$ cat config.mk
export PLATFORM = sky130hd
export DESIGN_NAME = usb_tx_sched_flat
export DESIGN_NICKNAME = d
export VERILOG_FILES = /design/src/rtl/usb_tx_sched_if.sv /design/src/rtl/usb_tx_sched.sv /design/src/flat_wrapper.sv
export SDC_FILE = /design/constraint.sdc
export NUM_CORES = 1
export LEC_CHECK = 0
export CORE_MARGIN = 5
export CORE_UTILIZATION = 39
export DETAILED_ROUTE_END_ITERATION = 8
export PLACE_DENSITY = 0.76
export SLEW_MARGIN = 30
export SYNTH_ARGS = -nofsm -noshare
export SYNTH_HDL_FRONTEND = slang
export SYNTH_SLANG_ARGS = --single-unit
export TNS_END_PERCENT = 30
$ cat constraint.sdc
create_clock -name clk -period 1.6 [get_ports clk]
set_input_delay 0.32 -clock clk [delete_from_list [all_inputs] [get_ports clk]]
set_output_delay 0.32 -clock clk [all_outputs]
set_load 0.1 [all_outputs]
$ cat src/rtl/usb_tx_sched_if.sv
// rtl/usb_tx_sched_if.sv - requester and transmit handshake bundle for usb_tx_sched
//
// Purpose: groups the per-requester beat handshake and the shared transmit
//          handshake so that the scheduler and its environment share one bundle.
// Signals:
//   req        per-requester beat valid
//   req_data   requester i drives bits [i*DATA_W +: DATA_W]
//   req_last   per-requester final beat of packet
//   req_ready  beat accepted from the granted requester
//   tx_valid   beat valid to the transmit datapath
//   tx_data    beat data
//   tx_last    final beat of the transmitted packet
//   tx_ready   transmit datapath accepts the beat
// Modports: master = scheduler side, slave = sources/transmit environment side.
interface usb_tx_sched_if #(
   parameter int NREQ   = 4,
   parameter int DATA_W = 8
);
   logic [NREQ-1:0]        req;
   logic [NREQ*DATA_W-1:0] req_data;
   logic [NREQ-1:0]        req_last;
   logic [NREQ-1:0]        req_ready;
   logic                   tx_valid;
   logic [DATA_W-1:0]      tx_data;
   logic                   tx_last;
   logic                   tx_ready;

   modport master (
      input  req, req_data, req_last, tx_ready,
      output req_ready, tx_valid, tx_data, tx_last
   );

   modport slave (
      output req, req_data, req_last, tx_ready,
      input  req_ready, tx_valid, tx_data, tx_last
   );
endinterface

$ cat src/rtl/usb_tx_sched.sv
// rtl/usb_tx_sched.sv - round-robin packet scheduler for the shared USB transmit datapath
//
// Purpose: locks the transmit datapath to one requester for a whole packet,
//          truncates packets at MAX_BEATS beats and inserts GAP_CYCLES idle
//          cycles between packets. Arbitration is round-robin from a pointer
//          that moves past the requester that was last served.
// Ports:
//   clk      clock, rising edge
//   reset    asynchronous active-high reset
//   bus      usb_tx_sched_if.master (req/req_data/req_last/req_ready, tx_*)
//   grant    one-hot registered grant, zero when idle
//   busy     high in XFER and GAP
//   overlen  one-cycle pulse in the first GAP cycle after a truncated packet
//   abort    one-cycle pulse in the first GAP cycle after a stall timeout
// Optional feature: define USB_TX_SCHED_TIMEOUT_EN to build the stall counter;
//          otherwise abort is tied 0 and XFER waits indefinitely.
module usb_tx_sched #(
   parameter int NREQ       = 4,
   parameter int DATA_W     = 8,
   parameter int MAX_BEATS  = 16,
   parameter int GAP_CYCLES = 2,
   parameter int TIMEOUT    = 64
) (
   input  logic            clk,
   input  logic            reset,
   usb_tx_sched_if.master  bus,
   output logic [NREQ-1:0] grant,
   output logic            busy,
   output logic            overlen,
   output logic            abort
);
   localparam int IW = $clog2(NREQ);
   localparam int BW = $clog2(MAX_BEATS);

   typedef enum logic [1:0] {IDLE, XFER, GAP} state_t;

   state_t          state, state_nxt;
   logic [IW-1:0]   ptr, ptr_nxt;
   logic [IW-1:0]   gidx, gidx_nxt;
   logic [NREQ-1:0] grant_nxt;
   logic [BW-1:0]   beat_cnt, beat_cnt_nxt;
   logic [7:0]      gap_cnt, gap_cnt_nxt;
   logic            overlen_nxt;
   logic [IW-1:0]   sel_idx;
   logic            sel_found;
   logic            beat_xfer;
   logic            pkt_end;
   logic [IW-1:0]   ptr_adv;

`ifdef USB_TX_SCHED_TIMEOUT_EN
   localparam int SW = $clog2(TIMEOUT + 1);
   logic [SW-1:0] stall_cnt, stall_cnt_nxt;
   logic          abort_nxt;
`else
   // TIMEOUT only matters when the stall counter is built.
   logic unused_timeout;
   assign unused_timeout = (TIMEOUT > 0);
   assign abort = 1'b0;
`endif

   assign busy    = (state != IDLE);
   assign ptr_adv = (gidx == IW'(NREQ - 1)) ? '0 : gidx + 1'b1;

   // First requesting port at or after the pointer, wrapping around.
   always_comb begin
      sel_found = 1'b0;
      sel_idx   = '0;
      for (int k = 0; k < NREQ; k++) begin
         if (!sel_found && bus.req[(int'(ptr) + k) % NREQ]) begin
            sel_found = 1'b1;
            sel_idx   = IW'((int'(ptr) + k) % NREQ);
         end
      end
   end

   always_comb begin
      state_nxt     = state;
      grant_nxt     = grant;
      gidx_nxt      = gidx;
      ptr_nxt       = ptr;
      beat_cnt_nxt  = beat_cnt;
      gap_cnt_nxt   = gap_cnt;
      overlen_nxt   = 1'b0;
      beat_xfer     = 1'b0;
      pkt_end       = 1'b0;
      bus.tx_valid  = 1'b0;
      bus.tx_data   = '0;
      bus.tx_last   = 1'b0;
      bus.req_ready = '0;
`ifdef USB_TX_SCHED_TIMEOUT_EN
      stall_cnt_nxt = stall_cnt;
      abort_nxt     = 1'b0;
`endif
      case (state)
         IDLE: begin
`ifdef USB_TX_SCHED_TIMEOUT_EN
            stall_cnt_nxt = '0;
`endif
            if (sel_found) begin
               state_nxt    = XFER;
               gidx_nxt     = sel_idx;
               grant_nxt    = NREQ'(1) << sel_idx;
               beat_cnt_nxt = '0;
            end
         end
         XFER: begin
            bus.tx_valid        = bus.req[gidx];
            bus.tx_data         = bus.req_data[int'(gidx)*DATA_W +: DATA_W];
            bus.tx_last         = bus.req_last[gidx] | (beat_cnt == BW'(MAX_BEATS - 1));
            bus.req_ready[gidx] = bus.tx_ready;
            beat_xfer           = bus.req[gidx] & bus.tx_ready;
            if (beat_xfer) begin
               beat_cnt_nxt = beat_cnt + 1'b1;
`ifdef USB_TX_SCHED_TIMEOUT_EN
               stall_cnt_nxt = '0;
`endif
               if (bus.tx_last) begin
                  pkt_end     = 1'b1;
                  // Forced last without the source's last means truncation.
                  overlen_nxt = ~bus.req_last[gidx];
               end
            end
`ifdef USB_TX_SCHED_TIMEOUT_EN
            else begin
               stall_cnt_nxt = stall_cnt + 1'b1;
               if (stall_cnt_nxt == SW'(TIMEOUT)) begin
                  pkt_end   = 1'b1;
                  abort_nxt = 1'b1;
               end
            end
`endif
            if (pkt_end) begin
               state_nxt   = GAP;
               grant_nxt   = '0;
               ptr_nxt     = ptr_adv;
               gap_cnt_nxt = 8'(GAP_CYCLES);
            end
         end
         GAP: begin
            gap_cnt_nxt = gap_cnt - 1'b1;
            if (gap_cnt == 8'd1) state_nxt = IDLE;
         end
         default: state_nxt = IDLE;
      endcase
   end

   always_ff @(posedge clk or posedge reset) begin
      if (reset) begin
         state     <= IDLE;
         grant     <= '0;
         gidx      <= '0;
         ptr       <= '0;
         beat_cnt  <= '0;
         gap_cnt   <= '0;
         overlen   <= 1'b0;
`ifdef USB_TX_SCHED_TIMEOUT_EN
         stall_cnt <= '0;
         abort     <= 1'b0;
`endif
      end else begin
         state     <= state_nxt;
         grant     <= grant_nxt;
         gidx      <= gidx_nxt;
         ptr       <= ptr_nxt;
         beat_cnt  <= beat_cnt_nxt;
         gap_cnt   <= gap_cnt_nxt;
         overlen   <= overlen_nxt;
`ifdef USB_TX_SCHED_TIMEOUT_EN
         stall_cnt <= stall_cnt_nxt;
         abort     <= abort_nxt;
`endif
      end
   end
endmodule

$ cat src/flat_wrapper.sv
// flat-port wrapper written by rule: the top's interface ports become plain ports
module usb_tx_sched_flat 
#(
   parameter int NREQ       = 4,
   parameter int DATA_W     = 8,
   parameter int MAX_BEATS  = 16,
   parameter int GAP_CYCLES = 2,
   parameter int TIMEOUT    = 64
)
  (clk, reset, grant, busy, overlen, abort, bus_req, bus_req_data, bus_req_last, bus_tx_ready, bus_req_ready, bus_tx_valid, bus_tx_data, bus_tx_last);
  usb_tx_sched_if #(.NREQ(NREQ), .DATA_W(DATA_W)) bus_i ();
  input  logic clk;
  input  logic reset;
  output logic [NREQ-1:0] grant;
  output logic busy;
  output logic overlen;
  output logic abort;
  input wire logic [$bits(bus_i.req)-1:0] bus_req;
  input wire logic [$bits(bus_i.req_data)-1:0] bus_req_data;
  input wire logic [$bits(bus_i.req_last)-1:0] bus_req_last;
  input wire logic [$bits(bus_i.tx_ready)-1:0] bus_tx_ready;
  output wire logic [$bits(bus_i.req_ready)-1:0] bus_req_ready;
  output wire logic [$bits(bus_i.tx_valid)-1:0] bus_tx_valid;
  output wire logic [$bits(bus_i.tx_data)-1:0] bus_tx_data;
  output wire logic [$bits(bus_i.tx_last)-1:0] bus_tx_last;
  assign bus_i.req = bus_req;
  assign bus_i.req_data = bus_req_data;
  assign bus_i.req_last = bus_req_last;
  assign bus_i.tx_ready = bus_tx_ready;
  assign bus_req_ready = bus_i.req_ready;
  assign bus_tx_valid = bus_i.tx_valid;
  assign bus_tx_data = bus_i.tx_data;
  assign bus_tx_last = bus_i.tx_last;
  usb_tx_sched #(.NREQ(NREQ), .DATA_W(DATA_W), .MAX_BEATS(MAX_BEATS), .GAP_CYCLES(GAP_CYCLES), .TIMEOUT(TIMEOUT)) u_core (.clk(clk), .reset(reset), .bus(bus_i), .grant(grant), .busy(busy), .overlen(overlen), .abort(abort));
endmodule
==> summary.txt, run 1 <==
Yosys
  – Number of flip-flops and latches in the synthesized netlist: 23
  – Gate count of the mapped netlist: 151
  – Area fraction of the dominant cell type after synthesis: 36.2%
  – Syn avg cell area: 10.5 µm²
  – Syn nets: 201
  – Area leader, netlist: dfrtp_1
  – YS warnings: 0
  – Post-synthesis cell area: 1590 µm²
  – Synth cell types: 44
  – Dominant register cell in the synthesized netlist: dfrtp_1
  – Synth top area cells: dfrtp_1 (36%), mux4_2 (13%), and2_1 (5.5%), ha_1 (5.5%), nand2_1 (3.3%)
  – Asr flop ratio synth: 100%
  – Count of flip-flops with a built-in enable after synthesis: 0
  – Sequential cell area fraction in the yosys report: 36.2%

Timing
  – Setup-failing EPs final: 31
  – Post-route clock skew: 0.00149 ns
  – Highest clock rate: 0.492 GHz
  – Unrepaired setup endpoints after global routing: true
  – Final Max Slew Viols: 0
  – Fin crit share: 127%
  – Least setup slack across all paths after layout: -0.434 ns
  – Final Hold Violating Endpoints: 0
  – Min cycle time layout: 2.03 ns

Power and ir drop
  – Power per Cell Area: 407 nW/µm²
  – Psw: 279 µW
  – IR Drop Worst-Case VDD: 0.000386 V
  – P_int: 880 µW
  – Clk pwr share: 33.1%
  – Sequential fraction of design power: 50.1%
  – Pleak: 1.21 nW
  – Total power of the final layout: 1.16 mW
  – Sw Ratio: 24.1%
  – Share of power burned in combinational logic: 16.9%

Status
  – Outcome: finished with violations
  – Failing checks: negative setup slack

Placed design
  – Detailed placer's ending HPWL: 3740 µm
  – DP Area: 2660 µm²
  – RePlAce Congestion: 0.871
  – Total of buffers placed on input and output ports: 62
  – Number of cells in the design after placement: 279
  – Post-placement setup slack: -0.424 ns

Drt
  – Drt wl/cell: 16.9 µm
  – Count of unresolved DRC violations after routing: 0
  – ANT nets after route: 0
  – Via count: 1499
  – Via count normalized by instance count: 5.20
  – Wire length after detailed routing: 4860 µm
  – Number of violations reported at the end of detailed-routing iteration 0: 77
  – First-pass DRT Iterations: 4

Job
  – Number of max-cap violations: 0

Clocking
  – Insertion delay of the later-clocked pin in the worst-skew pair: 0.27 ns
  – Clock Tree Root: clkbuf_8
  – CTS tree: yes
  – Sinks on the clock net: 23
  – Hold Buf Count CTS: 0
  – Clock edge transition at the registers on the reported setup and hold paths: 0.09 ns
  – CTS HTree Levels: 1
  – Max Buffers Root-to-Sink: 2
  – Number of CTS-inserted buffers: 3

Global route
  – First-pass GRT wire length: 7280 µm
  – Antenna violations before repair: 0
  – Total track usage: 17.5%
  – Maximum number of pins on one net before global-route repair: 24
  – Via count of the first global-routing pass: 1489
  – Total congestion overflow: 0

Worst setup path
  – CP Class: flip-flop to output port
  – Data required time of the worst path: 1.28 ns
  – Cell family with the largest share of critical-path delay: multiplexers
  – Maximum net fanout on the critical path: 6
  – Max stage delay cell, worst path: mux4_2
  – Critical path arrival: 1.71 ns
  – Number of cell instances on the worst register-to-register path: 6
  – Delay of the slowest cell on the worst path: 0.51 ns
  – Total stage count of the critical path: 4
  – Worst path bufs/invs: 2
  – Critical path launch point type: flip-flop
  – Cells along the critical path: buf_12 > mux4_2 > and2_4 > buf_12
  – Critical Path Sink Type: output port
  – Cell mode on critical path: buf_12

Layout
  – Share of cells above drive strength 1: 44.5%
  – Final net count: 289
  – Final standard cell count with taps included and fillers excluded: 288
  – Count of filler cells inserted in the layout: 268
  – Final standard cell utilization of the core: 71.8%
  – Total inserted antenna cells: 0
  – Area growth from synthesis to layout: 79.7%
  – Non-Filler Cell Area, Final: 2850 µm²

Die
  – Die outline height: 73.8 µm
  – Ports placed on the boundary: 64
  – Rows: 23
  – Core Footprint: 3970 µm²
  – Die area: 5450 µm²
  – Effective utilization at floorplan: 40.0%
  – Die extent in x: 73.8 µm

Hold path
  – Path category of the worst min-delay check: primary input to asynchronous set/reset pin
power groups by stage:
stage,Sequential [mW],Combinational (mW),Clock [mW]
after global placement,0.592,0.181,0
after global routing,0.581,0.208,0.416
after CTS,0.581,0.192,0.384
final,0.581,0.196,0.383
after floorplan,0.592,0.0565,0
after detailed placement,0.592,0.188,0
metal layers:
layer / global-route usage [%] / vias to the layer above / routed length (µm) / part of all wire [%]
met2: 30.4 / 29 / 2630 / 54
met1: 22.9 / 740 / 2030 / 42
met4: 3.82 / 0 / 73 / 1.5
li1: - / 721 / - / -
met5: 0 / - / 0 / 0
met3: 2.46 / 9 / 127 / 2.6
cell type report:
cell class	count	area [µm²]	share of cell area, %
Clock buffer	3	41.3	1.45
Clock inverter	1	7.51	0.263
Inverter	7	26.3	0.921
Multi-Input combinational cell	113	1060	37.2
Sequential cell	23	578	20.3
Tap cell	50	62.6	2.19
Timing Repair Buffer	91	1070	37.7
kinds of logic (layout without fill, tap and decap cells):
group / Yosys count / count (layout) / synth area share [%]
simple gates: 61 / 61 / 21.1
compound gates: 27 / 27 / 13.6
flops: 23 / 23 / 36.2
mux: 15 / 15 / 17.7
buf+inv: 15 / 102 / 4.49
fa+ha+maj: 7 / 7 / 5.52
xor+xnor: 2 / 2 / 1.10
other cells: 1 / 1 / 0.236
tightest hold or removal path, stage by stage:
cell and delay (ns):
clkdlybuf4s50_1 0.39, inv_1 0.05, buf_4 0.28
layout by cell type, fill, tap and decap left out, drive strengths merged, types with 2 or more instances in the layout:
cell type	Yosys	layout
inv	7	7
clkbuf	2	3
mux4	10	10
nor2	9	9
a21oi	3	3
dfrtp	23	23
buf	6	49
o31ai	4	4
and3	2	2
nor4	2	2
o311ai	2	2
and2	14	14
nand3	5	5
o211ai	2	2
dlygate4sd2	0	4
nand2b	4	4
mux2i	4	4
or3	4	4
ha	7	7
nand2	14	14
o41ai	3	3
o21ai	8	8
clkdlybuf4s50	0	37
per-stage QoR:
step           setup TNS (ns)  hold slack [ns]
6_report                -7.17            0.375
5_1_grt                 -9.06            0.414
4_1_cts                 -7.16            0.391
3_5_place_dp            -9.96            0.463
3_3_place_gp            -8.94            0.461
2_1_floorplan          -0.753            0.322
Yosys cell counts (2+ instances only):
cell	instances
dfrtp_1	23
and2_1	14
nand2_1	14
mux4_2	9
nor2_1	9
o21ai_0	8
ha_1	7
inv_1	7
nand3_1	5
mux2i_1	4
nand2b_1	4
o31ai_1	4
or3_1	4
a21oi_1	3
buf_2	3
and3_1	2
clkbuf_1	2
o311ai_1	2
o41ai_1	2
what timing repair did:
action,CTS,global route
pin swaps,15,5
buffers inserted,3,3
resized for setup,22,25
setup endpoints to repair,30,35
state kept, by name, summed over array words and instances, names as in the netlist:
signal	cells
u_core.gap_cnt	8
u_core.beat_cnt	4
u_core.grant	4
u_core.gidx	2
u_core.ptr	2
u_core.state	2
u_core.overlen	1
worst paths after layout:
kind,start,endpoint,slack [ns]
max,u_core.gidx[0],bus_tx_data[5],-0.43
min,reset,u_core.gap_cnt[1],0.38
max reg2reg,u_core.gidx[0],u_core.ptr[0],-0.23
min reg2reg,u_core.beat_cnt[3],u_core.beat_cnt[3],0.47
max in group asynchronous,reset,u_core.gidx[0],0.97
min in group clk,bus_tx_ready,u_core.state[0],0.40
Power figures use the tool's default switching activity.
==> run 2, diff against run 1 <==
--- a/config.mk
+++ b/config.mk
@@ -6,9 +6,9 @@
 export NUM_CORES = 1
 export LEC_CHECK = 0
 export CORE_MARGIN = 5
-export CORE_UTILIZATION = 39
+export CORE_UTILIZATION = 43
 export DETAILED_ROUTE_END_ITERATION = 8
-export PLACE_DENSITY = 0.76
+export PLACE_DENSITY = 0.8
 export SLEW_MARGIN = 30
 export SYNTH_ARGS = -nofsm -noshare
 export SYNTH_HDL_FRONTEND = slang
==> constraint.sdc (replaced) <==
create_clock -name clk -period 2.3 [get_ports clk]
set_input_delay 0.46 -clock clk [delete_from_list [all_inputs] [get_ports clk]]
set_output_delay 0.46 -clock clk [all_outputs]
set_load 0.1 [all_outputs]
==> summary.txt, run 2 (synthesis results as in run 1) <==
Status
  – Outcome: finished clean

Layout
  – Share of cells above drive strength 1: 25.7%
  – Flip-flop count of the largest register after layout: 8
  – Area growth from synthesis to layout: 59.3%
  – Total inserted antenna cells: 0
  – Final net count: 277
  – Non-Filler Cell Area, Final: 2530 µm²
  – Biggest regs: u_core.gap_cnt x8, u_core.beat_cnt x4, u_core.grant x4
  – Commonest cells after routing, fill and taps aside: clkdlybuf4s50_1 (42), dfrtp_1 (22), buf_4 (21)
  – Most common library cell in the layout ignoring fill and taps: clkdlybuf4s50_1
  – Biggest register: u_core.gap_cnt

Power and ir drop
  – Psw: 168 µW
  – Pleak: 1.08 nW
  – Sw Ratio: 21.5%
  – Sequential fraction of design power: 51.7%
  – IR Drop Worst-Case VDD: 0.000387 V
  – Power per Cell Area: 309 nW/µm²
  – Share of power burned in combinational logic: 16.7%
  – P_int: 613 µW
  – Total power of the final layout: 781 µW
  – Clk pwr share: 31.6%

Drt
  – Via count normalized by instance count: 5.26
  – Via count: 1440
  – Number of violations reported at the end of detailed-routing iteration 0: 98
  – ANT nets after route: 0
  – Drt wl/cell: 16.6 µm
  – Wire length after detailed routing: 4560 µm
  – Count of unresolved DRC violations after routing: 0
  – First-pass DRT Iterations: 6

Worst setup path
  – Data required time of the worst path: 1.84 ns
  – CP Class: primary input to output port
  – Critical Path Sink Type: output port
  – Worst setup startpoint: bus_req_last[2]
  – Number of cell instances on the worst register-to-register path: 7
  – Worst reg2reg path startpoint: u_core.gidx[0]
  – Critical path arrival: 1.77 ns
  – Capturing point of the worst reg2reg path: u_core.ptr[0]
  – Register-to-register setup slack: 0.42 ns
  – Maximum net fanout on the critical path: 2
  – Critical path launch point type: primary input
  – Worst setup path endpoint: bus_tx_last

Global route
  – First-pass GRT wire length: 7440 µm
  – Total track usage: 18.7%
  – Via count of the first global-routing pass: 1545
  – Antenna violations before repair: 0
  – Total congestion overflow: 0
  – Maximum number of pins on one net before global-route repair: 24

Placed design
  – Detailed placer's ending HPWL: 3710 µm
  – RePlAce Congestion: 0.869
  – DP Area: 2460 µm²
  – Total of buffers placed on input and output ports: 62

Die
  – Rows: 22
  – Core Footprint: 3610 µm²
  – Die extent in x: 70.8 µm
  – Die area: 5010 µm²
  – Effective utilization at floorplan: 44.0%
  – Ports placed on the boundary: 64
  – Die outline height: 70.8 µm

Hold path
  – Path category of the worst min-delay check: flip-flop to flip-flop
  – HP Start: u_core.beat_cnt[3]
  – Hold path cells: 1

Clocking
  – Clock Tree Root: clkbuf_8
  – Max Buffers Root-to-Sink: 2
  – Sinks on the clock net: 23
  – CTS tree: yes
  – Hold Buf Count CTS: 0
  – CTS HTree Levels: 1
  – Clock edge transition at the registers on the reported setup and hold paths: 0.08 ns
  – Insertion delay of the later-clocked pin in the worst-skew pair: 0.26 ns
  – Number of CTS-inserted buffers: 3

Timing
  – Final Hold Violating Endpoints: 0
  – Post-route clock skew: 0.00359 ns
  – Unrepaired setup endpoints after global routing: false
  – Highest clock rate: 0.449 GHz
  – Final Max Slew Viols: 0
  – Setup-failing EPs final: 0
  – Fin crit share: 96.9%
  – Min cycle time layout: 2.23 ns
  – Post-Route Setup TNS: 0 ns

Job
  – Number of max-cap violations: 0
run 2: cell types whose count changed in the layout (fill, tap and decap cells not counted), moves of 4 or more:
cell	previous run	this run
nor2_1	3	7
buf_6	7	1
and2_1	0	14
clkdlybuf4s50_1	37	42
dlygate4sd2_1	4	0
buf_12	21	14
and2_4	14	0
o21ai_0	4	8
run 2: worst min path at each step:
| stage | slack [ns] | to |
|---|---|---|
| 2_1_floorplan | 0.44 | u_core.beat_cnt[3] |
| 4_1_cts | 0.48 | u_core.beat_cnt[3] |
| 3_3_place_gp | 0.46 | u_core.beat_cnt[3] |
| 6_report | 0.48 | u_core.beat_cnt[3] |
| 3_5_place_dp | 0.47 | u_core.beat_cnt[3] |
| 5_1_grt | 0.51 | u_core.beat_cnt[3] |
run 2: routing by layer:
metal  up-vias  global-route usage, %  routed length [µm]
met2        32                   34.0                2510
met5         -                      0                   0
met3        10                   4.40                 135
li1        698                      -                   -
met4         0                   6.89                  97
met1       700                   21.3                1820
run 2: layout make-up:
cell class | instances | area [µm²]
sequential | 23 | 577
tap | 48 | 60.1
inverter | 7 | 26.3
fill | 261 | 1080
clock buffer | 4 | 45.0
multi-input combinational | 113 | 946
timing repair buffer | 79 | 875
run 2: per-stage QoR:
stage | setup WS (ns) | util (%) | hold WS [ns] | std cells
floorplan | 0.113 | - | 0.438 | 151
global placement | 0.0575 | 68.1 | 0.458 | 267
detailed placement | 0.0348 | 68.1 | 0.468 | 267
CTS | 0.00112 | 69.4 | 0.479 | 271
global route | 0.00185 | 70.1 | 0.506 | 274
finish | 0.0712 | 70.1 | 0.475 | 274
run 2: power groups by stage:
stage          clock [mW]  combinational (mW)  sequential (mW)
2_1_floorplan           0              0.0380            0.412
3_3_place_gp            0               0.127            0.412
3_5_place_dp            0               0.130            0.412
4_1_cts             0.258               0.131            0.404
5_1_grt             0.271               0.140            0.404
6_report            0.247               0.130            0.404
run 2: timing repair:
| action | 4_1_cts | 5_1_grt |
|---|---|---|
| endpoints found under the setup margin | 8 | 9 |
| setup buffers | 0 | 3 |
| gates resized for setup | 1 | 2 |
run 2: critical path, stage by stage:
cell             delay (ns)
clkdlybuf4s50_1        0.43
mux4_2                 0.49
nor2_2                 0.15
nor2_2                 0.07
buf_12                 0.16
